<file path="src/rtl/pipelined_addsub_nbit_if.sv">
// Stream interface for pipelined_addsub_nbit.
//   in_valid/in_ready  : operand beat handshake (a, b, cin, sub)
//   out_valid/out_ready: result beat handshake (s, cout, ovf)
// master modport: the side that produces operands and consumes results.
// slave modport : the adder/subtractor itself.
`timescale 1ns/1ps
interface pipelined_addsub_nbit_if #(
  parameter int N = 8
);
  logic         in_valid;
  logic         in_ready;
  logic [N-1:0] a;
  logic [N-1:0] b;
  logic         cin;
  logic         sub;
  logic         out_valid;
  logic         out_ready;
  logic [N-1:0] s;
  logic         cout;
  logic         ovf;

  modport master (
    output in_valid, a, b, cin, sub, out_ready,
    input  in_ready, out_valid, s, cout, ovf
  );

  modport slave (
    input  in_valid, a, b, cin, sub, out_ready,
    output in_ready, out_valid, s, cout, ovf
  );
endinterface

</file>
<file path="src/rtl/pipelined_addsub_nbit.sv">
// Pipelined N-bit adder/subtractor with carry-in, carry-out and signed
// overflow. The carry chain is cut into STAGES chunks of W = N/STAGES bits;
// stage k adds chunk k using the carry registered by stage k-1. Fixed latency
// of STAGES cycles, one beat per cycle, whole-pipe freeze on backpressure.
// Ports:
//   clk : rising-edge clock
//   rst : asynchronous active-high reset (clears valids and all data)
//   bus : slave side of pipelined_addsub_nbit_if
//         in_valid/in_ready, a, b, cin, sub     -> operand beat
//         out_valid/out_ready, s, cout, ovf     <- result beat
//         sub=0: {cout,s} = a + b + cin
//         sub=1: {cout,s} = a + ~b + ~cin  (cout=0 means borrow)
`timescale 1ns/1ps
module pipelined_addsub_nbit #(
  parameter int N      = 8,
  parameter int STAGES = 2
) (
  input  logic                   clk,
  input  logic                   rst,
  pipelined_addsub_nbit_if.slave bus
);

  localparam int W    = N / STAGES;
  localparam int LAST = STAGES - 1;

  // Stage registers. The operand words travel whole, but only chunks above
  // a stage's index are consumed downstream; result chunks fill in from the
  // bottom as the beat moves up the pipe.
  logic [N-1:0] ar [STAGES];
  logic [N-1:0] br [STAGES];
  logic [N-1:0] sr [STAGES];
  logic         cr [STAGES];
  logic         vr [STAGES];
  logic         ovf_r;

  // Per-stage inputs and next values.
  logic [N-1:0] a_in [STAGES];
  logic [N-1:0] b_in [STAGES];
  logic [N-1:0] s_in [STAGES];
  logic         c_in [STAGES];
  logic         v_in [STAGES];
  logic [W:0]   csum [STAGES];
  logic [N-1:0] s_nx [STAGES];
  logic         ovf_nx;
  logic         stall;

  assign stall        = vr[LAST] && !bus.out_ready;
  assign bus.in_ready = !stall;

  always_comb begin
    // Stage 0 sees the raw beat with B and the carry inverted for subtract.
    a_in[0] = bus.a;
    b_in[0] = bus.b ^ {N{bus.sub}};
    s_in[0] = '0;
    c_in[0] = bus.cin ^ bus.sub;
    v_in[0] = bus.in_valid;
    for (int unsigned k = 1; k < STAGES; k++) begin
      a_in[k] = ar[k-1];
      b_in[k] = br[k-1];
      s_in[k] = sr[k-1];
      c_in[k] = cr[k-1];
      v_in[k] = vr[k-1];
    end
    for (int unsigned k = 0; k < STAGES; k++) begin
      csum[k] = {1'b0, a_in[k][k*W +: W]} + {1'b0, b_in[k][k*W +: W]}
              + {{W{1'b0}}, c_in[k]};
      s_nx[k] = s_in[k];
      s_nx[k][k*W +: W] = csum[k][W-1:0];
    end
    ovf_nx = (a_in[LAST][N-1] == b_in[LAST][N-1]) &&
             (s_nx[LAST][N-1] != a_in[LAST][N-1]);
  end

  always_ff @(posedge clk or posedge rst) begin
    if (rst) begin
      for (int unsigned k = 0; k < STAGES; k++) begin
        ar[k] <= '0;
        br[k] <= '0;
        sr[k] <= '0;
        cr[k] <= 1'b0;
        vr[k] <= 1'b0;
      end
      ovf_r <= 1'b0;
    end else if (!stall) begin
      // Bubbles advance with the rest; the pipe only ever moves as a whole.
      for (int unsigned k = 0; k < STAGES; k++) begin
        ar[k] <= a_in[k];
        br[k] <= b_in[k];
        sr[k] <= s_nx[k];
        cr[k] <= csum[k][W];
        vr[k] <= v_in[k];
      end
      ovf_r <= ovf_nx;
    end
  end

  assign bus.out_valid = vr[LAST];
  assign bus.s         = sr[LAST];
  assign bus.cout      = cr[LAST];
  assign bus.ovf       = ovf_r;

endmodule
</file>
<file path="src/flat_wrapper.sv">
// flat-port wrapper written by rule: the top's interface ports become plain ports
module pipelined_addsub_nbit_flat 
#(
  parameter int N      = 8,
  parameter int STAGES = 2
)
  (clk, rst, bus_in_valid, bus_a, bus_b, bus_cin, bus_sub, bus_out_ready, bus_in_ready, bus_out_valid, bus_s, bus_cout, bus_ovf);
  pipelined_addsub_nbit_if #(.N(N)) bus_i ();
  input  logic clk;
  input  logic rst;
  input wire logic [$bits(bus_i.in_valid)-1:0] bus_in_valid;
  input wire logic [$bits(bus_i.a)-1:0] bus_a;
  input wire logic [$bits(bus_i.b)-1:0] bus_b;
  input wire logic [$bits(bus_i.cin)-1:0] bus_cin;
  input wire logic [$bits(bus_i.sub)-1:0] bus_sub;
  input wire logic [$bits(bus_i.out_ready)-1:0] bus_out_ready;
  output wire logic [$bits(bus_i.in_ready)-1:0] bus_in_ready;
  output wire logic [$bits(bus_i.out_valid)-1:0] bus_out_valid;
  output wire logic [$bits(bus_i.s)-1:0] bus_s;
  output wire logic [$bits(bus_i.cout)-1:0] bus_cout;
  output wire logic [$bits(bus_i.ovf)-1:0] bus_ovf;
  assign bus_i.in_valid = bus_in_valid;
  assign bus_i.a = bus_a;
  assign bus_i.b = bus_b;
  assign bus_i.cin = bus_cin;
  assign bus_i.sub = bus_sub;
  assign bus_i.out_ready = bus_out_ready;
  assign bus_in_ready = bus_i.in_ready;
  assign bus_out_valid = bus_i.out_valid;
  assign bus_s = bus_i.s;
  assign bus_cout = bus_i.cout;
  assign bus_ovf = bus_i.ovf;
  pipelined_addsub_nbit #(.N(N), .STAGES(STAGES)) u_core (.clk(clk), .rst(rst), .bus(bus_i));
endmodule
</file>
<file path="config.mk">
export PLATFORM = sky130hd
export DESIGN_NAME = pipelined_addsub_nbit_flat
export DESIGN_NICKNAME = d
export VERILOG_FILES = /design/src/rtl/pipelined_addsub_nbit_if.sv /design/src/rtl/pipelined_addsub_nbit.sv /design/src/flat_wrapper.sv
export SDC_FILE = /design/constraint.sdc
export NUM_CORES = 1
export LEC_CHECK = 0
export BUFFER_PORTS_ARGS = -buffer_cell sky130_fd_sc_hd__buf_4
export CAP_MARGIN = 20
export CORE_MARGIN = 4
export CORE_UTILIZATION = 45
export DETAILED_ROUTE_END_ITERATION = 7
export PLACE_DENSITY = 0.8
export SKIP_LAST_GASP = 1
export SYNTH_ARGS = -nofsm -noshare
export SYNTH_HDL_FRONTEND = slang
export SYNTH_SLANG_ARGS = --single-unit
export TNS_END_PERCENT = 50
</file>
<file path="constraint.sdc">
create_clock -name clk -period 4.1 [get_ports clk]
set_clock_uncertainty 0.15 [all_clocks]
set_input_delay 0.615 -clock clk [delete_from_list [all_inputs] [get_ports clk]]
set_output_delay 0.615 -clock clk [all_outputs]
set_load 0.02 [all_outputs]
</file>
==> metrics.txt, run 1 <==
# TYPE chip_impl_metric gauge
chip_impl_metric{name="total_power",unit="W"} 0.000766
chip_impl_metric{name="design.portCount",unit=""} 34
chip_impl_metric{name="detail_route.wirelength",unit="um"} 2460
chip_impl_metric{name="post_cts_resize_count",unit=""} 0
chip_impl_info{name="kind_of_path_behind_the_tightest_hold_check",value="in -> async"} 1
chip_impl_metric{name="grt_overflow_total",unit=""} 0
chip_impl_metric{name="htree_levels",unit=""} 1
chip_impl_metric{name="starting_density_of_the_core",unit="%"} 47.5
chip_impl_metric{name="die_w",unit="um"} 62.0
chip_impl_metric{name="antenna_found_initial",unit=""} 0
chip_impl_metric{name="p_leak",unit="nW"} 0.806
chip_impl_metric{name="clock_sink_count",unit=""} 25
chip_impl_metric{name="drt-pass1-iter-count",unit=""} 4
chip_impl_metric{name="post-route-min-period",unit="ns"} 2.49
chip_impl_metric{name="max-vdd-ir-drop",unit="uV"} 287
chip_impl_metric{name="synthDistinctLibCells",unit=""} 27
chip_impl_metric{name="p_seq_share",unit="%"} 45.8
chip_impl_metric{name="synth-warning-count",unit=""} 0
chip_impl_metric{name="cts-root-to-sink-buffers",unit=""} 2
chip_impl_metric{name="power.density_cell_area",unit="mW/mm2"} 481
chip_impl_metric{name="avgRoutedWirePerCell",unit="um"} 12.4
chip_impl_metric{name="cap_viol_max_count",unit=""} 0
chip_impl_info{name="commonest_cells_after_routing_fill_and_taps_aside",value="nand2_1 (41), buf_4 (33), dfrtp_1 (25)"} 1
chip_impl_metric{name="comb_power_share",unit="%"} 39.3
chip_impl_metric{name="cts-buffers-inserted",unit=""} 3
chip_impl_metric{name="cts.reportedPaths.clkPinSlew",unit="ns"} 0.14
chip_impl_metric{name="cts_hold_buffers",unit=""} 0
chip_impl_metric{name="fin_area",unit="mm2"} 0.00159
chip_impl_metric{name="num-fill-cells",unit=""} 238
chip_impl_metric{name="via_count",unit=""} 993
chip_impl_metric{name="switching_power_of_the_nets",unit="W"} 0.000281
chip_impl_info{name="grt_peak_use_layer",value="met2"} 1
chip_impl_metric{name="place.port_buffers",unit=""} 33
chip_impl_metric{name="hold_violation_count_in_the_final_report",unit=""} 0
chip_impl_info{name="run_status",value="complete, no violations"} 1
chip_impl_metric{name="dieArea",unit="mm2"} 0.00384
chip_impl_info{name="most_common_cell_after_layout_fill_and_taps_aside",value="nand2_1"} 1
chip_impl_metric{name="core_area",unit="mm2"} 0.00276
chip_impl_metric{name="syn_nets",unit=""} 168
chip_impl_metric{name="pin_count_of_the_biggest_net_entering_global_routing",unit=""} 27
chip_impl_metric{name="mean_number_of_vias_per_cell",unit=""} 5.02
chip_impl_info{name="rsz_0062_raised_after_global_routing",value="no"} 1
chip_impl_metric{name="share_clk_of_total_power",unit="%"} 14.9
chip_impl_metric{name="grt_use_met3",unit="%"} 2.27
chip_impl_info{name="synth_area_leaders",value="dfrtp_1 (48%), nand2_1 (12%), fa_1 (6.1%)"} 1
chip_impl_metric{name="flow.area_growth_from_synthesis",unit="%"} 21.6
chip_impl_info{name="cts-root-buf",value="clkbuf_4"} 1
chip_impl_info{name="worstSetupStartpointType",value="input pin"} 1
chip_impl_metric{name="clk_latency",unit="ns"} 0.32
chip_impl_metric{name="gr-usage-met1",unit="%"} 16.8
chip_impl_metric{name="async_reset_ff_share",unit="%"} 100
chip_impl_metric{name="cp_max_fo",unit=""} 26
chip_impl_metric{name="synthesized_flop_and_latch_total",unit=""} 25
chip_impl_metric{name="period_share",unit="%"} 60.8
chip_impl_metric{name="synth_seq_area_share",unit="%"} 47.8
chip_impl_metric{name="proportion_of_layout_cells_with_a_drive_suffix_above_1",unit="%"} 23.4
chip_impl_metric{name="drtAntennaViolNets",unit=""} 0
chip_impl_metric{name="worst_slew_margin_rel",unit="%"} 39.6
chip_impl_info{name="crit_path_end_kind",value="primary output"} 1
chip_impl_metric{name="drcViolationCount",unit=""} 0
chip_impl_metric{name="place.detailed.hpwl",unit="um"} 1940
chip_impl_metric{name="power.share.switching",unit="%"} 36.7
chip_impl_metric{name="post_dp_cell_area",unit="mm2"} 0.00156
chip_impl_metric{name="finalNetCount",unit=""} 200
chip_impl_info{name="ys_dominant_reg_cell",value="dfrtp_1"} 1
chip_impl_metric{name="first_pass_grt_wire_length",unit="um"} 4000
chip_impl_metric{name="globalRouteMet2Util",unit="%"} 24.4
chip_impl_metric{name="worst_slew_pin_slew",unit="ns"} 0.906
chip_impl_metric{name="setup-violations-final",unit=""} 0
chip_impl_metric{name="synth_enable_flop_cells",unit=""} 0
chip_impl_metric{name="die_height",unit="um"} 62.0
chip_impl_metric{name="cts.repair_timing.setup_buffer_count",unit=""} 0
chip_impl_metric{name="gr-usage-all-layers",unit="%"} 14.3
chip_impl_metric{name="drv_slew",unit=""} 0
chip_impl_metric{name="synthesis.instances",unit=""} 136
chip_impl_metric{name="routabilityCongestion",unit=""} 0.815
chip_impl_metric{name="internal-power",unit="W"} 0.000485
chip_impl_metric{name="worst-endpoint-required",unit="ns"} 3.34
chip_impl_metric{name="first_iter_violations",unit=""} 22
chip_impl_metric{name="netlist.area_leader.share",unit="%"} 47.8
chip_impl_metric{name="num_antenna_cells",unit=""} 0
chip_impl_metric{name="syn_avg_cell_area",unit="um2"} 9.63
chip_impl_metric{name="max_freq",unit="MHz"} 401
chip_impl_metric{name="rows",unit=""} 19
chip_impl_metric{name="grt_pass1_vias",unit=""} 980
chip_impl_metric{name="critPathArrivalTime",unit="ns"} 1.73
chip_impl_metric{name="final.hold.worst_slack",unit="ns"} 0.321
chip_impl_info{name="cts_tree",value="done"} 1
chip_impl_metric{name="fin_tns_setup",unit="ns"} 0
chip_impl_metric{name="syn-cell-area",unit="mm2"} 0.00131
chip_impl_info{name="yosysTopAreaCell",value="dfrtp_1"} 1
chip_impl_info{name="type_of_the_worst_setup_path",value="in -> out"} 1
-- stage by stage --
stage / instances / worst slack (ns) / util (%)
floorplan: 136 / 1.64 / -
global placement: 194 / 1.61 / 56.7
detailed placement: 194 / 1.57 / 56.7
global route: 198 / 1.42 / 57.8
CTS: 198 / 1.58 / 57.8
finish: 198 / 1.61 / 57.8
-- cells in the mapped netlist (2+ instances only) --
| library cell | number |
|---|---|
| inv_1 | 5 |
| xor2_1 | 7 |
| o21ai_0 | 7 |
| buf_2 | 3 |
| a211oi_1 | 2 |
| fa_1 | 4 |
| a21oi_1 | 7 |
| clkbuf_1 | 2 |
| dfrtp_1 | 25 |
| nor2b_1 | 2 |
| nor2_1 | 5 |
| ha_1 | 6 |
| xnor2_1 | 4 |
| nand3_1 | 2 |
| a21o_1 | 2 |
| a21boi_0 | 2 |
| nand2_1 | 41 |
-- registers in the layout, indices dropped and copies added (netlist names) --
signal	cells
u_core.v_in	1
u_core.c_in	1
u_core.bus.cout	1
u_core.bus.ovf	1
u_core.b_in	4
u_core.bus.s	8
u_core.s_in	4
u_core.a_in	4
u_core.bus.out_valid	1
-- final cells by class --
class	instances	area [um2]	share of cell area (%)
Clock buffer	3	22.5	1.41
Tap cell	31	38.8	2.44
Timing Repair Buffer	33	248	15.6
Multi-Input combinational cell	98	624	39.2
Sequential cell	25	626	39.3
Inverter	7	26.3	1.65
Clock inverter	1	7.51	0.471
-- critical path, stage by stage --
cell	delay [ns]
buf_4	0.12
nor2b_4	0.43
inv_2	0.31
buf_4	0.25
-- power by group through the flow --
| stage | logic, W | registers (W) | clock network (W) |
|---|---|---|---|
| after global placement | 0.000297 | 0.000354 | 0 |
| after CTS | 0.000306 | 0.000351 | 0.000116 |
| after detailed placement | 0.000305 | 0.000356 | 0 |
| final | 0.000301 | 0.000350 | 0.000114 |
| after floorplan | 0.000147 | 0.000400 | 0 |
| after global routing | 0.000337 | 0.000359 | 0.000129 |
-- routing by layer --
layer | vias up | part of all wire [%]
met3 | 5 | 4.7
met2 | 23 | 52
met4 | 0 | 2.2
li1 | 503 | -
met1 | 462 | 41
met5 | - | 0
-- cell families after synthesis --
| family | Yosys count | share of synthesized area, % |
|---|---|---|
| muxes | 1 | 0.764 |
| and+or+nand+nor | 53 | 17.0 |
| buffers and inverters | 13 | 4.58 |
| DFF | 25 | 47.8 |
| AOI/OAI and AO/OA | 23 | 10.7 |
| adders and majority gates | 10 | 11.8 |
| xor gates and xnor gates | 11 | 7.35 |
-- worst paths after layout --
path                              endpoint            from  slack (ns)  cells past startpoint
setup / recovery              bus_in_ready   bus_out_ready        1.61                      4
hold / removal             u_core.bus.s[1]             rst        0.32                      2
setup reg to reg            u_core.bus.ovf  u_core.c_in[0]        2.34                      4
hold reg to reg             u_core.v_in[0]  u_core.v_in[0]        0.33                      2
max in group asynchronous  u_core.bus.cout             rst        2.93                      2
min in group clk            u_core.v_in[0]    bus_in_valid        0.32                      3
Power figures use the tool's default switching activity.
==> run 2, diff against run 1 <==
ABC_AREA = 1   (was not set)
PLACE_DENSITY = 0.79   (was 0.8)
clock period = 2.3 ns   (was 4.1 ns; I/O delays follow)
==> run 2 against run 1 <==
Effect of this change: sequential share of layout area decreased by 1.1 points; global-route usage fell by 0.82 points; setup slack got worse by 1.0 ns; largest cell class unchanged; synthesized area rose by 2.9%; sequential cell count did not move; worst hold slack got worse by 0.25 ns; count of clock-buffer cells in the layout up 1; via count increased by 6.5%; wire length is 0.86% higher.
==> metrics.txt, run 2 <==
# TYPE chip_impl_metric gauge
chip_impl_metric{name="place.detailed.hpwl",unit="um"} 1910
chip_impl_metric{name="post-route-min-period",unit="ns"} 1.74
chip_impl_info{name="maxUsedRoutingLayer",value="met4"} 1
chip_impl_metric{name="die_height",unit="um"} 62.7
chip_impl_metric{name="async_reset_ff_share",unit="%"} 100
chip_impl_metric{name="grt_overflow_total",unit=""} 0
chip_impl_metric{name="first_iter_violations",unit=""} 36
chip_impl_metric{name="detail_route.wirelength",unit="um"} 2480
chip_impl_info{name="most_common_cell_after_layout_fill_and_taps_aside",value="nand2_1"} 1
chip_impl_metric{name="via_count",unit=""} 1058
chip_impl_metric{name="critPathArrivalTime",unit="ns"} 1.84
chip_impl_info{name="run_status",value="complete, no violations"} 1
chip_impl_metric{name="mean_number_of_vias_per_cell",unit=""} 4.90
chip_impl_metric{name="rows",unit=""} 19
chip_impl_info{name="commonest_cells_after_routing_fill_and_taps_aside",value="nand2_1 (50), buf_4 (36), dfrtp_1 (25)"} 1
chip_impl_info{name="cts-root-buf",value="clkbuf_4"} 1
chip_impl_metric{name="met2WireLength",unit="um"} 1250
chip_impl_metric{name="drcViolationCount",unit=""} 0
chip_impl_metric{name="grt_pass1_vias",unit=""} 1076
chip_impl_metric{name="pin_count_of_the_biggest_net_entering_global_routing",unit=""} 29
chip_impl_metric{name="die_w",unit="um"} 62.7
chip_impl_metric{name="cap_viol_max_count",unit=""} 0
chip_impl_metric{name="syn_avg_cell_area",unit="um2"} 8.98
chip_impl_metric{name="cts-root-to-sink-buffers",unit=""} 2
chip_impl_metric{name="cts-buffers-inserted",unit=""} 3
chip_impl_metric{name="clock_sink_count",unit=""} 25
chip_impl_metric{name="drv_slew",unit=""} 0
chip_impl_metric{name="synth_enable_flop_cells",unit=""} 0
chip_impl_metric{name="drtAntennaViolNets",unit=""} 0
chip_impl_metric{name="max_freq",unit="MHz"} 574
chip_impl_metric{name="setup-violations-final",unit=""} 0
chip_impl_metric{name="avgRoutedWirePerCell",unit="um"} 11.5
chip_impl_metric{name="synth-warning-count",unit=""} 0
chip_impl_metric{name="total_power",unit="W"} 0.00135
chip_impl_info{name="crit_path_end_kind",value="flip-flop"} 1
chip_impl_metric{name="syn-cell-area",unit="mm2"} 0.00135
chip_impl_metric{name="cts.reportedPaths.clkPinSlew",unit="ns"} 0.13
chip_impl_info{name="kind_of_path_behind_the_tightest_hold_check",value="in -> reg"} 1
chip_impl_metric{name="period_share",unit="%"} 75.8
chip_impl_metric{name="synthesis.instances",unit=""} 150
chip_impl_metric{name="synthDistinctLibCells",unit=""} 15
chip_impl_metric{name="synth_seq_area_share",unit="%"} 46.4
chip_impl_metric{name="htree_levels",unit=""} 1
chip_impl_metric{name="starting_density_of_the_core",unit="%"} 48.0
chip_impl_metric{name="fin_tns_setup",unit="ns"} 0
chip_impl_metric{name="core_area",unit="mm2"} 0.00281
chip_impl_metric{name="num_antenna_cells",unit=""} 0
chip_impl_metric{name="worst-endpoint-required",unit="ns"} 2.39
chip_impl_metric{name="design.portCount",unit=""} 34
chip_impl_metric{name="proportion_of_layout_cells_with_a_drive_suffix_above_1",unit="%"} 24.3
chip_impl_info{name="top_post_synthesis_cells_by_count",value="nand2_1 (50), dfrtp_1 (25), inv_1 (15), nand3_1 (11), o21ai_0 (9)"} 1
chip_impl_metric{name="finalNetCount",unit=""} 218
chip_impl_info{name="type_of_the_worst_setup_path",value="reg -> reg"} 1
chip_impl_info{name="rsz_0062_raised_after_global_routing",value="no"} 1
chip_impl_metric{name="fin_area",unit="mm2"} 0.00164
chip_impl_metric{name="largest_register_ff_count",unit=""} 8
chip_impl_metric{name="hold_violation_count_in_the_final_report",unit=""} 0
chip_impl_metric{name="dieArea",unit="mm2"} 0.00393
chip_impl_metric{name="p_leak",unit="nW"} 0.864
chip_impl_metric{name="gr-usage-all-layers",unit="%"} 13.5
chip_impl_metric{name="netlist.area_leader.share",unit="%"} 46.4
chip_impl_metric{name="post_cts_resize_count",unit=""} 0
chip_impl_metric{name="worst_slew_margin_rel",unit="%"} 78.7
chip_impl_metric{name="wl_met1",unit="um"} 1100
chip_impl_metric{name="power.density_cell_area",unit="mW/mm2"} 824
chip_impl_info{name="synth_area_leaders",value="dfrtp_1 (46%), nand2_1 (14%), fa_1 (5.9%)"} 1
chip_impl_metric{name="first_pass_grt_wire_length",unit="um"} 4370
chip_impl_info{name="ys_dominant_reg_cell",value="dfrtp_1"} 1
chip_impl_info{name="worstSetupStartpointType",value="flip-flop"} 1
chip_impl_metric{name="antenna_found_initial",unit=""} 0
chip_impl_metric{name="routabilityCongestion",unit=""} 0.864
chip_impl_metric{name="synthesized_flop_and_latch_total",unit=""} 25
chip_impl_metric{name="clk_latency",unit="ns"} 0.31
chip_impl_metric{name="place.port_buffers",unit=""} 33
chip_impl_metric{name="met3_wirelength",unit="um"} 109
chip_impl_info{name="yosysTopAreaCell",value="dfrtp_1"} 1
chip_impl_metric{name="drt-pass1-iter-count",unit=""} 4
chip_impl_metric{name="max-vdd-ir-drop",unit="uV"} 449
chip_impl_info{name="cts_tree",value="done"} 1
chip_impl_info{name="post-synth-top-count-cell",value="nand2_1"} 1
chip_impl_metric{name="cp_max_fo",unit=""} 2
chip_impl_metric{name="syn_nets",unit=""} 182
chip_impl_metric{name="worst_slew_pin_slew",unit="ns"} 0.319
chip_impl_metric{name="post_dp_cell_area",unit="mm2"} 0.00160
chip_impl_metric{name="flow.area_growth_from_synthesis",unit="%"} 21.4
run 2: cell type report:
class                      instances  area, um2
clock buffer                       4       26.3
fill                             276       1170
inverter                          15       56.3
multi-input combinational        104        609
sequential                        25        626
tap                               31       38.8
timing repair buffer              37        280
run 2: worst paths after layout:
check	startpoint	endpoint	slack (ns)	cells after the start
setup / recovery	u_core.c_in[0]	u_core.bus.s[5]	0.56	4
hold / removal	bus_a[4]	u_core.a_in[4]	0.07	3
setup reg to reg	u_core.c_in[0]	u_core.bus.s[5]	0.56	4
hold reg to reg	u_core.v_in[0]	u_core.bus.out_valid	0.34	2
max in group asynchronous	rst	u_core.bus.s[7]	1.29	4
min in group asynchronous	rst	u_core.s_in[0]	0.47	4
run 2: metrics by stage:
stage | std cells | utilization (%) | worst slack, ns | hold WS, ns
4_1_cts | 216 | 58.3 | 0.547 | 0.0551
3_5_place_dp | 211 | 57.0 | 0.239 | 0.270
3_3_place_gp | 211 | 57.0 | 0.264 | 0.264
2_1_floorplan | 150 | - | 0.315 | 0.222
6_report | 216 | 58.3 | 0.557 | 0.0666
5_1_grt | 216 | 58.3 | 0.475 | 0.0623
run 2: kinds of logic after synthesis:
| family | count (synthesis) | synth area share [%] |
|---|---|---|
| adder cells (fa/ha/maj) | 10 | 11.5 |
| flip-flops | 25 | 46.4 |
| XOR/XNOR | 9 | 5.85 |
| buffers and inverters | 21 | 8.36 |
| AO/OA/AOI/OAI | 17 | 7.71 |
| AND/OR/NAND/NOR | 68 | 20.1 |
run 2: layer usage:
layer | up-vias | GRT usage [%]
met5 | - | 0
met4 | 0 | 4.96
met3 | 2 | 2.34
met2 | 25 | 23.4
met1 | 496 | 16.8
li1 | 535 | -
run 2: power breakdown:
part           internal, W  total, W  switching (W)
Sequential        0.000554  0.000615      0.0000610
Clock            0.0000678  0.000196       0.000128
Combinational     0.000231  0.000538       0.000307
Total             0.000853   0.00135       0.000496
run 2: repair_timing:
action	in CTS	in global routing
endpoints found under the hold margin	25	0
hold buffers	1	0
setup buffers	0	0
run 2: worst max-delay path, stage by stage (launching register included):
cell and delay [ns]:
dfrtp_1 0.43, fa_1 0.45, inv_1 0.08, fa_1 0.39, o21ai_0 0.17
==> run 3, diff against run 2 <==
PLACE_DENSITY = 0.82   (was 0.79)
clock period = 1.5 ns   (was 2.3 ns; I/O delays follow)
==> run 3 against run 2 <==
Effect of this change: the run now ends with negative setup slack left; first-iteration DRC count increased by 86%; critical path depth increased by 3; global-route usage increased by 0.98 points; sequential share of layout area decreased by 2.4 points; register-to-register slack got worse by 0.69 ns; power increased by 59%; setup slack got worse by 0.69 ns; die area unchanged; worst hold slack got worse by 0.038 ns; highest routed layer unchanged.
==> metrics.txt, run 3 (synthesis gave the netlist of run 2 again) <==
# TYPE chip_impl_metric gauge
chip_impl_metric{name="flow.area_growth_from_synthesis",unit="%"} 29.5
chip_impl_info{name="run_status",value="finished, violations left"} 1
chip_impl_metric{name="via_count",unit=""} 1121
chip_impl_metric{name="pin_count_of_the_biggest_net_entering_global_routing",unit=""} 26
chip_impl_metric{name="antenna_found_initial",unit=""} 0
chip_impl_metric{name="core_area",unit="mm2"} 0.00281
chip_impl_metric{name="finalNetCount",unit=""} 228
chip_impl_metric{name="worst_slew_pin_slew",unit="ns"} 0.304
chip_impl_metric{name="cp_max_fo",unit=""} 2
chip_impl_info{name="crit_path_end_kind",value="flip-flop"} 1
chip_impl_metric{name="grt_use_met3",unit="%"} 2.88
chip_impl_metric{name="final.hold.worst_slack",unit="ns"} 0.0287
chip_impl_info{name="timing.rr.start",value="u_core.a_in[4]"} 1
chip_impl_info{name="crit-reg2reg-capture",value="u_core.bus.s[6]"} 1
chip_impl_metric{name="proportion_of_layout_cells_with_a_drive_suffix_above_1",unit="%"} 29.2
chip_impl_metric{name="grt_overflow_total",unit=""} 0
chip_impl_info{name="failed_checks",value="negative setup slack"} 1
chip_impl_info{name="cts-root-buf",value="clkbuf_4"} 1
chip_impl_metric{name="starting_density_of_the_core",unit="%"} 48.0
chip_impl_metric{name="design.portCount",unit=""} 34
chip_impl_info{name="worstSetupStartpointType",value="flip-flop"} 1
chip_impl_metric{name="avgRoutedWirePerCell",unit="um"} 11.6
chip_impl_metric{name="layout.cells.non_filler",unit=""} 226
chip_impl_metric{name="drcViolationCount",unit=""} 0
chip_impl_metric{name="num_antenna_cells",unit=""} 0
chip_impl_metric{name="die_height",unit="um"} 62.7
chip_impl_metric{name="max_stage_delay_on_crit_path",unit="ns"} 0.41
chip_impl_metric{name="reg2reg_setup_slack",unit="ns"} -0.13
chip_impl_metric{name="cts-buffers-inserted",unit=""} 3
chip_impl_info{name="cts_tree",value="done"} 1
chip_impl_metric{name="worst_slew_margin_rel",unit="%"} 79.7
chip_impl_metric{name="dieArea",unit="mm2"} 0.00393
chip_impl_metric{name="fin_util",unit="%"} 62.2
chip_impl_metric{name="post-route-min-period",unit="ns"} 1.63
chip_impl_info{name="rsz_0062_raised_after_global_routing",value="yes"} 1
chip_impl_metric{name="fin_area",unit="mm2"} 0.00175
chip_impl_metric{name="globalRouteMet2Util",unit="%"} 24.5
chip_impl_info{name="type_of_the_worst_setup_path",value="reg -> reg"} 1
chip_impl_metric{name="drv_slew",unit=""} 0
chip_impl_metric{name="power.density_cell_area",unit="mW/mm2"} 1230
chip_impl_metric{name="grt_pass1_vias",unit=""} 1087
chip_impl_metric{name="drt-pass1-iter-count",unit=""} 4
chip_impl_metric{name="mean_number_of_vias_per_cell",unit=""} 4.96
chip_impl_metric{name="place.port_buffers",unit=""} 33
chip_impl_metric{name="worst-endpoint-required",unit="ns"} 1.57
chip_impl_metric{name="cts.repair_timing.setup_buffer_count",unit=""} 0
chip_impl_info{name="holdPathEnd",value="u_core.b_in[7]"} 1
chip_impl_metric{name="period_share",unit="%"} 109
chip_impl_metric{name="rows",unit=""} 19
chip_impl_metric{name="post_dp_cell_area",unit="mm2"} 0.00165
chip_impl_metric{name="detail_route.wirelength",unit="um"} 2610
chip_impl_metric{name="htree_levels",unit=""} 1
chip_impl_metric{name="first_iter_violations",unit=""} 67
chip_impl_metric{name="setup-violations-final",unit=""} 5
chip_impl_info{name="most_common_cell_after_layout_fill_and_taps_aside",value="nand2_1"} 1
chip_impl_info{name="timing.critical_path.cells",value="fa_2, inv_2, fa_1, inv_1, nand2_1, nand2_1, o21ai_1"} 1
chip_impl_metric{name="critPathArrivalTime",unit="ns"} 1.70
chip_impl_metric{name="dpl.cell_count",unit=""} 216
chip_impl_metric{name="gr-usage-all-layers",unit="%"} 14.5
chip_impl_metric{name="place.detailed.hpwl",unit="um"} 2030
chip_impl_metric{name="clock_sink_count",unit=""} 25
chip_impl_info{name="kind_of_path_behind_the_tightest_hold_check",value="in -> reg"} 1
chip_impl_metric{name="die_w",unit="um"} 62.7
chip_impl_metric{name="routabilityCongestion",unit=""} 0.836
chip_impl_metric{name="cts-root-to-sink-buffers",unit=""} 2
chip_impl_info{name="path_common_cell",value="nand2_1"} 1
chip_impl_metric{name="max-vdd-ir-drop",unit="uV"} 630
chip_impl_metric{name="largest_register_ff_count",unit=""} 8
chip_impl_metric{name="clk_latency",unit="ns"} 0.31
chip_impl_info{name="commonest_cells_after_routing_fill_and_taps_aside",value="nand2_1 (50), buf_4 (41), dfrtp_1 (25)"} 1
chip_impl_metric{name="post-route-worst-setup-slack",unit="ns"} -0.130
chip_impl_metric{name="cts.reportedPaths.clkPinSlew",unit="ns"} 0.14
chip_impl_metric{name="p_leak",unit="nW"} 0.910
chip_impl_metric{name="first_pass_grt_wire_length",unit="um"} 4610
chip_impl_info{name="master_of_the_slowest_instance_on_the_critical_path",value="dfrtp_1"} 1
chip_impl_metric{name="gr-usage-met1",unit="%"} 18.3
chip_impl_metric{name="max_freq",unit="MHz"} 614
chip_impl_metric{name="drtAntennaViolNets",unit=""} 0
chip_impl_metric{name="cap_viol_max_count",unit=""} 0
chip_impl_metric{name="hold_violation_count_in_the_final_report",unit=""} 0
chip_impl_info{name="grt_peak_use_layer",value="met2"} 1
chip_impl_metric{name="rr_worst_depth",unit=""} 7
chip_impl_info{name="worstHoldStart",value="bus_b[7]"} 1
chip_impl_metric{name="timing.hold.worst_path_depth",unit=""} 3
chip_impl_metric{name="dp_worst_setup_slack",unit="ns"} -0.320
==> run 3: layer usage <==
layer	vias to the layer above	wire (um)
met5	-	0
met4	0	23
met3	2	154
met2	34	1340
met1	533	1090
li1	552	-
==> run 3: worst max path at each step <==
stage,startpoint,endpoint,slack [ns]
floorplan,bus_sub,u_core.s_in[1],-0.23
global placement,bus_b[0],u_core.c_in[0],-0.28
detailed placement,bus_b[0],u_core.c_in[0],-0.32
CTS,u_core.a_in[4],u_core.bus.s[5],-0.11
global route,u_core.a_in[4],u_core.bus.cout,-0.25
finish,u_core.a_in[4],u_core.bus.s[6],-0.13
==> run 3: area by class of cell <==
class                      instances  area, um2
multi-input combinational        104        629
tap                               31       38.8
fill                             253       1060
sequential                        25        626
inverter                          15       56.3
clock inverter                     1       5.00
clock buffer                       3       22.5
timing repair buffer              47        368
==> run 3: critical path, delay by kind of cell (launching register included) <==
family	cells	cell delay, ns
fa+ha+maj	2	0.63
buf+inv	2	0.12
simple gates	2	0.16
compound gates	1	0.06
flops	1	0.41
==> run 3: power breakdown <==
part	total [W]	internal, W	leakage [nW]	switching, W
clock	0.000301	0.0000997	0.0177	0.000201
combinational	0.000892	0.000395	0.592	0.000497
sequential	0.000947	0.000849	0.300	0.0000977
==> run 3: stage by stage <==
stage | power, W | TNS [ns]
2_1_floorplan | 0.00150 | -0.846
3_3_place_gp | 0.00179 | -1.46
3_5_place_dp | 0.00183 | -1.75
4_1_cts | 0.00215 | -0.525
5_1_grt | 0.00232 | -1.08
6_report | 0.00214 | -0.485
==> run 3: timing repair <==
action | 4_1_cts | 5_1_grt
pin swaps | 3 | 0
hold endpoints to repair | 30 | 0
hold buffers | 6 | 0
gates resized for setup | 4 | 1
setup endpoints to repair | 5 | 7
